<file path="src/rtl/riscv_pkg.sv">
// Shared memory-stage definitions: access sizes, FSM states, funct3 field positions.
// Latency: none (declarations only).
// Backpressure: none (declarations only).
package riscv_pkg;

  // funct3[1:0] access size encodings
  localparam logic [1:0] SZ_B = 2'b00;
  localparam logic [1:0] SZ_H = 2'b01;
  localparam logic [1:0] SZ_W = 2'b10;

  // funct3 bit that selects zero-extension on loads
  localparam int F3_UNSIGNED = 2;

  typedef enum logic [2:0] {
    IDLE,
    RD_REQ,
    RD_WAIT,
    WR_REQ,
    DONE
  } mem_state_t;

  // Legal when the size is defined and the byte offset is a multiple of it.
  function automatic logic isAligned(input logic [1:0] size, input logic [1:0] offset);
    logic ok;
    case (size)
      SZ_B:    ok = 1'b1;
      SZ_H:    ok = (offset[0] == 1'b0);
      SZ_W:    ok = (offset == 2'b00);
      default: ok = 1'b0;
    endcase
    return ok;
  endfunction

endpackage

</file>
<file path="src/rtl/mem_stage_avalon_if.sv">
// Avalon-MM bus between the memory stage (master) and the data memory (slave).
// Latency: none (wires only).
// Backpressure: carried by avm_waitrequest; read data returns on avm_readdatavalid.
interface mem_stage_avalon_if #(
  parameter int ADDR_W = 32
);
  logic [ADDR_W-1:0] avm_address;
  logic              avm_read;
  logic              avm_write;
  logic [31:0]       avm_writedata;
  logic [3:0]        avm_byteenable;
  logic [31:0]       avm_readdata;
  logic              avm_waitrequest;
  logic              avm_readdatavalid;

  modport master (
    output avm_address, avm_read, avm_write, avm_writedata, avm_byteenable,
    input  avm_readdata, avm_waitrequest, avm_readdatavalid
  );

  modport slave (
    input  avm_address, avm_read, avm_write, avm_writedata, avm_byteenable,
    output avm_readdata, avm_waitrequest, avm_readdatavalid
  );
endinterface

</file>
<file path="src/rtl/mem_lane_align.sv">
// Byte-lane steering: legality check, byte enables, store replication, load extraction/extension.
// Latency: purely combinational.
// Backpressure: none; the caller decides when outputs are used.
module mem_lane_align
  import riscv_pkg::*;
(
  input  logic [1:0]  reqSize,
  input  logic [1:0]  reqOffset,
  input  logic [31:0] reqData,
  output logic        reqAligned,
  output logic [3:0]  reqByteEn,
  output logic [31:0] reqWrData,
  input  logic [2:0]  ldFunct3,
  input  logic [1:0]  ldOffset,
  input  logic [31:0] ldRawData,
  output logic [31:0] ldData
);

  logic [7:0]  ldByte;
  logic [15:0] ldHalf;
  logic        ldUns;

  // Request side: legality, active lanes and store data replicated onto every lane.
  always_comb begin
    reqAligned = isAligned(reqSize, reqOffset);
    reqByteEn  = 4'b0000;
    reqWrData  = reqData;
    case (reqSize)
      SZ_B: begin
        reqByteEn = 4'b0001 << reqOffset;
        reqWrData = {4{reqData[7:0]}};
      end
      SZ_H: begin
        reqByteEn = 4'b0011 << {reqOffset[1], 1'b0};
        reqWrData = {2{reqData[15:0]}};
      end
      SZ_W:    reqByteEn = 4'b1111;
      default: reqByteEn = 4'b0000;
    endcase
  end

  // Load side: pick the addressed byte/half from the word and sign- or zero-extend it.
  always_comb begin
    ldUns = ldFunct3[F3_UNSIGNED];
    case (ldOffset)
      2'd0:    ldByte = ldRawData[7:0];
      2'd1:    ldByte = ldRawData[15:8];
      2'd2:    ldByte = ldRawData[23:16];
      default: ldByte = ldRawData[31:24];
    endcase
    ldHalf = ldOffset[1] ? ldRawData[31:16] : ldRawData[15:0];
    case (ldFunct3[1:0])
      SZ_B:    ldData = ldUns ? {24'b0, ldByte} : {{24{ldByte[7]}}, ldByte};
      SZ_H:    ldData = ldUns ? {16'b0, ldHalf} : {{16{ldHalf[15]}}, ldHalf};
      default: ldData = ldRawData;
    endcase
  end

endmodule

</file>
<file path="src/rtl/mem_stage_avalon.sv">
// RISC-V MEM stage: issues one load/store per instruction as an Avalon-MM master.
// Latency: store 2 stall cycles, load 3 stall cycles with a zero-wait slave; DONE releases the pipe.
// Backpressure: holds bus signals while avm_waitrequest; stalls upstream until the access completes or times out.
module mem_stage_avalon
  import riscv_pkg::*;
#(
  parameter int ADDR_W  = 32,
  parameter int TIMEOUT = 255
) (
  input  logic                CLK,
  input  logic                RST_n,
  input  logic                clr,
  input  logic                MemRead,
  input  logic                MemWrite,
  input  logic [2:0]          funct3,
  input  logic [31:0]         AluRes,
  input  logic [31:0]         Reg2,
  mem_stage_avalon_if.master  avm,
  output logic                stall,
  output logic [31:0]         load_data,
  output logic                load_valid,
  output logic                misalign,
  output logic                bus_err
);

  // Counter wide enough to hold TIMEOUT-1; a zero TIMEOUT disables the abort path.
  localparam int TW = (TIMEOUT > 1) ? $clog2(TIMEOUT + 1) : 1;
  localparam logic [TW-1:0] TMO_LAST = TW'((TIMEOUT > 0) ? TIMEOUT - 1 : 0);

  mem_state_t        state;
  logic [ADDR_W-1:0] addrQ;
  logic              rdQ;
  logic              wrQ;
  logic [31:0]       wdQ;
  logic [3:0]        beQ;
  logic [2:0]        f3Q;
  logic [1:0]        offQ;
  logic              flushQ;
  logic [TW-1:0]     tmoCnt;

  logic              req;
  logic              reqAligned;
  logic [3:0]        reqByteEn;
  logic [31:0]       reqWrData;
  logic [31:0]       ldData;
  logic              tmoHit;
  logic              ldCommit;

  mem_lane_align u_align (
    .reqSize    (funct3[1:0]),
    .reqOffset  (AluRes[1:0]),
    .reqData    (Reg2),
    .reqAligned (reqAligned),
    .reqByteEn  (reqByteEn),
    .reqWrData  (reqWrData),
    .ldFunct3   (f3Q),
    .ldOffset   (offQ),
    .ldRawData  (avm.avm_readdata),
    .ldData     (ldData)
  );

  assign avm.avm_address    = addrQ;
  assign avm.avm_read       = rdQ;
  assign avm.avm_write      = wrQ;
  assign avm.avm_writedata  = wdQ;
  assign avm.avm_byteenable = beQ;

  assign req    = MemRead | MemWrite;
  assign tmoHit = (TIMEOUT != 0) && (tmoCnt == TMO_LAST);

  // Read data lands either in the accept cycle of RD_REQ or later in RD_WAIT.
  assign ldCommit = avm.avm_readdatavalid &&
                    (((state == RD_REQ) && !avm.avm_waitrequest) || (state == RD_WAIT));

  // Stall starts combinationally on a legal request and covers every bus cycle; DONE releases it.
  always_comb begin
    stall = 1'b0;
    case (state)
      IDLE:    stall = req & reqAligned & ~clr;
      DONE:    stall = 1'b0;
      default: stall = 1'b1;
    endcase
  end

  // Transaction FSM with registered bus signals, result pulses and the wait timeout.
  always_ff @(posedge CLK or negedge RST_n) begin
    if (!RST_n) begin
      state      <= IDLE;
      addrQ      <= '0;
      rdQ        <= 1'b0;
      wrQ        <= 1'b0;
      wdQ        <= '0;
      beQ        <= '0;
      f3Q        <= '0;
      offQ       <= '0;
      flushQ     <= 1'b0;
      tmoCnt     <= '0;
      load_data  <= '0;
      load_valid <= 1'b0;
      misalign   <= 1'b0;
      bus_err    <= 1'b0;
    end else begin
      load_valid <= 1'b0;
      misalign   <= 1'b0;
      bus_err    <= 1'b0;

      // A flush anywhere in the transaction, including the data cycle, discards the load result.
      if (ldCommit && !(flushQ || clr)) begin
        load_data  <= ldData;
        load_valid <= 1'b1;
      end

      case (state)
        IDLE: begin
          if (req && !clr) begin
            if (!reqAligned) begin
              misalign <= 1'b1;
            end else begin
              addrQ  <= {AluRes[ADDR_W-1:2], 2'b00};
              beQ    <= reqByteEn;
              wdQ    <= reqWrData;
              f3Q    <= funct3;
              offQ   <= AluRes[1:0];
              flushQ <= 1'b0;
              tmoCnt <= '0;
              // A simultaneous read and write request is treated as a store.
              if (MemWrite) begin
                wrQ   <= 1'b1;
                state <= WR_REQ;
              end else begin
                rdQ   <= 1'b1;
                state <= RD_REQ;
              end
            end
          end
        end

        WR_REQ: begin
          if (clr) flushQ <= 1'b1;
          if (!avm.avm_waitrequest) begin
            wrQ   <= 1'b0;
            state <= DONE;
          end else if (tmoHit) begin
            wrQ     <= 1'b0;
            bus_err <= 1'b1;
            state   <= DONE;
          end else begin
            tmoCnt <= tmoCnt + 1'b1;
          end
        end

        RD_REQ: begin
          if (clr) flushQ <= 1'b1;
          if (!avm.avm_waitrequest) begin
            rdQ    <= 1'b0;
            tmoCnt <= '0;
            state  <= avm.avm_readdatavalid ? DONE : RD_WAIT;
          end else if (tmoHit) begin
            rdQ     <= 1'b0;
            bus_err <= 1'b1;
            state   <= DONE;
          end else begin
            tmoCnt <= tmoCnt + 1'b1;
          end
        end

        RD_WAIT: begin
          if (clr) flushQ <= 1'b1;
          if (avm.avm_readdatavalid) begin
            state <= DONE;
          end else if (tmoHit) begin
            bus_err <= 1'b1;
            state   <= DONE;
          end else begin
            tmoCnt <= tmoCnt + 1'b1;
          end
        end

        DONE:    state <= IDLE;
        default: state <= IDLE;
      endcase
    end
  end

endmodule

</file>
<file path="src/flat_wrapper.sv">
// flat-port wrapper written by rule: the top's interface ports become plain ports
module mem_stage_avalon_flat import riscv_pkg::*;
#(
  parameter int ADDR_W  = 32,
  parameter int TIMEOUT = 255
)
  (CLK, RST_n, clr, MemRead, MemWrite, funct3, AluRes, Reg2, stall, load_data, load_valid, misalign, bus_err, avm_avm_address, avm_avm_read, avm_avm_write, avm_avm_writedata, avm_avm_byteenable, avm_avm_readdata, avm_avm_waitrequest, avm_avm_readdatavalid);
  mem_stage_avalon_if #(.ADDR_W(ADDR_W)) avm_i ();
  input  logic CLK;
  input  logic RST_n;
  input  logic clr;
  input  logic MemRead;
  input  logic MemWrite;
  input  logic [2:0] funct3;
  input  logic [31:0] AluRes;
  input  logic [31:0] Reg2;
  output logic stall;
  output logic [31:0] load_data;
  output logic load_valid;
  output logic misalign;
  output logic bus_err;
  output wire logic [$bits(avm_i.avm_address)-1:0] avm_avm_address;
  output wire logic [$bits(avm_i.avm_read)-1:0] avm_avm_read;
  output wire logic [$bits(avm_i.avm_write)-1:0] avm_avm_write;
  output wire logic [$bits(avm_i.avm_writedata)-1:0] avm_avm_writedata;
  output wire logic [$bits(avm_i.avm_byteenable)-1:0] avm_avm_byteenable;
  input wire logic [$bits(avm_i.avm_readdata)-1:0] avm_avm_readdata;
  input wire logic [$bits(avm_i.avm_waitrequest)-1:0] avm_avm_waitrequest;
  input wire logic [$bits(avm_i.avm_readdatavalid)-1:0] avm_avm_readdatavalid;
  assign avm_avm_address = avm_i.avm_address;
  assign avm_avm_read = avm_i.avm_read;
  assign avm_avm_write = avm_i.avm_write;
  assign avm_avm_writedata = avm_i.avm_writedata;
  assign avm_avm_byteenable = avm_i.avm_byteenable;
  assign avm_i.avm_readdata = avm_avm_readdata;
  assign avm_i.avm_waitrequest = avm_avm_waitrequest;
  assign avm_i.avm_readdatavalid = avm_avm_readdatavalid;
  mem_stage_avalon #(.ADDR_W(ADDR_W), .TIMEOUT(TIMEOUT)) u_core (.CLK(CLK), .RST_n(RST_n), .clr(clr), .MemRead(MemRead), .MemWrite(MemWrite), .funct3(funct3), .AluRes(AluRes), .Reg2(Reg2), .avm(avm_i), .stall(stall), .load_data(load_data), .load_valid(load_valid), .misalign(misalign), .bus_err(bus_err));
endmodule
</file>
<file path="config.mk">
export PLATFORM = sky130hd
export DESIGN_NAME = mem_stage_avalon_flat
export DESIGN_NICKNAME = d
export VERILOG_FILES = /design/src/rtl/riscv_pkg.sv /design/src/rtl/mem_stage_avalon_if.sv /design/src/rtl/mem_lane_align.sv /design/src/rtl/mem_stage_avalon.sv /design/src/flat_wrapper.sv
export SDC_FILE = /design/constraint.sdc
export NUM_CORES = 1
export LEC_CHECK = 0
export ABC_AREA = 1
export CAP_MARGIN = 20
export CORE_AREA = 2 2 146 91
export DETAILED_ROUTE_END_ITERATION = 10
export DIE_AREA = 0 0 148 93
export MAX_ROUTING_LAYER = met4
export PLACE_DENSITY = 0.83
export RECOVER_POWER = 25
export SETUP_SLACK_MARGIN = 0.1
export SLEW_MARGIN = 20
export SYNTH_ARGS = -nofsm -noshare
export SYNTH_HDL_FRONTEND = slang
export SYNTH_SLANG_ARGS = --single-unit
</file>
<file path="constraint.sdc">
create_clock -name CLK -period 5 [get_ports CLK]
set_clock_uncertainty 0.15 [all_clocks]
set_input_delay 1 -clock CLK [delete_from_list [all_inputs] [get_ports CLK]]
set_output_delay 1 -clock CLK [all_outputs]
set_load 0.02 [all_outputs]
</file>
==> flow_summary.toml <==
[route]
wl_um = 17700
wl_per_cell_um = 15.2
vias = 5998
drc_errors = 0
detail_route.vias_per_cell = 5.15
drtAntennaViolNets = 0
first_pass_iters = 5
drtIter0Drc = 465

[global_route]
track_usage_pct = 27.1
antenna_found_initial = 0
grt_pass1_wl_um = 28600
grt_pass1_vias = 5674
grt_overflow = 0
grt_max_degree = 87

[logic_synthesis]
seq_area_frac_synth_pct = 50.5
syn_area_um2 = 5940
ys_warn_count = 0
avgSynthCellArea_um2 = 7.55
ys_types = 30
netlist_instances = 787
ys_ff_latch = 120

[worst_setup_path]
required_ns = 3.85
crit_type = "in2out"
worstPathArrival_ns = 3.12
cp_top_family = "buffers and inverters"
worst_setup_path_start_kind = "input pin"
r2r-end = "u_core.load_data[30]"
crit_chain = "clkdlybuf4s50_1 -> inv_6 -> nand2_2 -> nand2_1 -> and2_1 -> nand3_2 -> nand2_1 -> clkdlybuf4s50_1"
worst_setup_path_end_kind = "output port"
r2r_cells = 7
rrSetupSlack_ns = 2.26
timing.rr.start = "u_core.f3Q[1]"
cp-startpoint = "funct3[1]"
critPathMaxFanout = 18
path_depth = 8
cp_num_buf_inv = 3
critical-path-max-stage-delay_ns = 0.66
cp_slowest_cell = "clkdlybuf4s50_1"

[timing]
post-route-period-util_pct = 85.4
hold_viol = 0
maxSlewHeadroom_pct = -85.0
finalSetupTns_ns = 0
slew_viol_final = 54
holdWs_ns = 0.317
grt_setup_unrepaired = "false"
min_period_ns = 4.27
final-setup-viol-count = 0
fmax_mhz = 234
worst_slew_pin_slew_ns = 2.78
setup_ws_ns = 0.732

[pwr]
irDropWorstVdd_mv = 0.326
p_leak_nw = 4.27
powerDensity_nw_per_um2 = 626
total_power_mw = 5.42

[floorplanning]
dieArea_um2 = 13800
start_util_pct = 47.6
num_rows = 32
dieWidth_um = 148
ios = 212
core_um2 = 12500
fp.dieH_um = 93

[cts]
postCtsSetupRepairBufs = 0
cts_sinks = 120
clk_latency_ns = 0.40
postCtsResizedCells = 0
holdBufCountCts = 0
cts_htree_levels = 4
clk_pin_slew_ns = 0.06
cts_max_path_buffers = 2
cts_tree = "yes"
root_buffer = "clkbuf_16"
numCtsBuffers = 17

[finish]
final_cell_area_um2 = 8660
num-nets-final = 1090
drive_above_1_share_pct = 5.63
fin_cells = 1165
mostFrequentLayoutCells = "358 x nand2_1, 208 x clkdlybuf4s50_1, 120 x dfrtp_1, 48 x o21ai_0, 47 x inv_1"
postLayoutCoreUtil_pct = 69.3
layout_commonest_cell = "nand2_1"
area_growth_pct = 45.7
fill_cells = 1040
antenna_cells = 0

[place]
place_congestion = 0.850
hpwlAfterDp_um = 12500
port_buffers = 209
dp_slack_ns = 0.822
dp.cells = 1133
post_dp_cell_area_um2 = 8060

[outcome]
status = "complete, but fails checks"
violations = "max-capacitance violations, max-slew violations"

[run]
drv_cap = 1

[hold_path]
hold_path_depth = 2
min_to = "u_core.avm.avm_address[31]"
hold_start = "u_core.avm.avm_address[31]"
min_path_type = "reg2reg"
state kept, by name, summed over array words and instances, names as in the netlist:
name	count
u_core.avm.avm_address	30
u_core.f3Q	3
u_core.avm.avm_write	1
u_core.offQ	2
u_core.load_valid	1
u_core.avm.avm_writedata	32
u_core.misalign	1
u_core.tmoCnt	8
u_core.state	3
u_core.avm.avm_byteenable	4
u_core.flushQ	1
u_core.bus_err	1
u_core.avm.avm_read	1
u_core.load_data	32
cell type report:
cell class	instances	area (um^2)	share of cell area [%]
multi-input combinational	574	2500	28.8
tap	170	213	2.46
clock buffer	19	433	5.00
timing repair buffer	215	2130	24.6
sequential	120	3000	34.7
inverter	54	208	2.40
clock inverter	13	179	2.07
worst reg2reg max path: stages, from the launching register on:
cell and delay (ns):
dfrtp_1 0.95, inv_2 0.28, nand2_1 0.12, nor2_1 0.06, nand3_1 0.74, nand3_1 0.16
nand2_1 0.11, nand2_1 0.06
layer usage:
layer / up-vias / routed length [um] / global-route usage, %
met3: 18 / 1590 / 7.22
met2: 285 / 7650 / 40.1
li1: 2882 / - / -
met5: - / 0 / -
met1: 2813 / 8370 / 38.3
met4: 0 / 132 / 4.68
cells in the mapped netlist, drive strengths merged:
master	count	share of area, %
nand2	361	23
ha	2	0.42
inv	54	3.5
clkbuf	8	0.51
dfrtp	120	51
a21oi	22	1.9
nand3	50	4.6
o31ai	1	0.13
xor2	1	0.15
buf	32	3.6
a21boi	8	1.0
o21ai	70	6.0
conb	1	0.063
nor2	36	2.4
o22ai	1	0.11
o211ai	6	0.76
and2	1	0.11
nor4	1	0.11
nor3	3	0.25
a31oi	4	0.42
nand4	5	0.53
cells by family (layout without fill, tap and decap cells):
group           Yosys count  count (layout)  synth area share [%]
flops                   120             120                  50.5
other cells               1               2                0.0631
xor+xnor                  1               1                 0.147
fa+ha+maj                 2               2                 0.421
compound gates          112             112                  10.3
buf+inv                  94             301                  7.60
simple gates            457             457                  30.9
power breakdown:
group	total, mW	switching (mW)	internal (mW)
Clock	1.28	0.447	0.832
Sequential	1.69	0.298	1.39
Combinational	2.45	1.38	1.07
worst max path at each step:
stage / endpoint / slack [ns]
2_1_floorplan: stall / 1.88
5_1_grt: stall / 0.64
3_5_place_dp: stall / 0.82
4_1_cts: stall / 0.76
6_report: stall / 0.73
3_3_place_gp: stall / 0.83
Note: power is estimated with default switching activity, not from simulation.
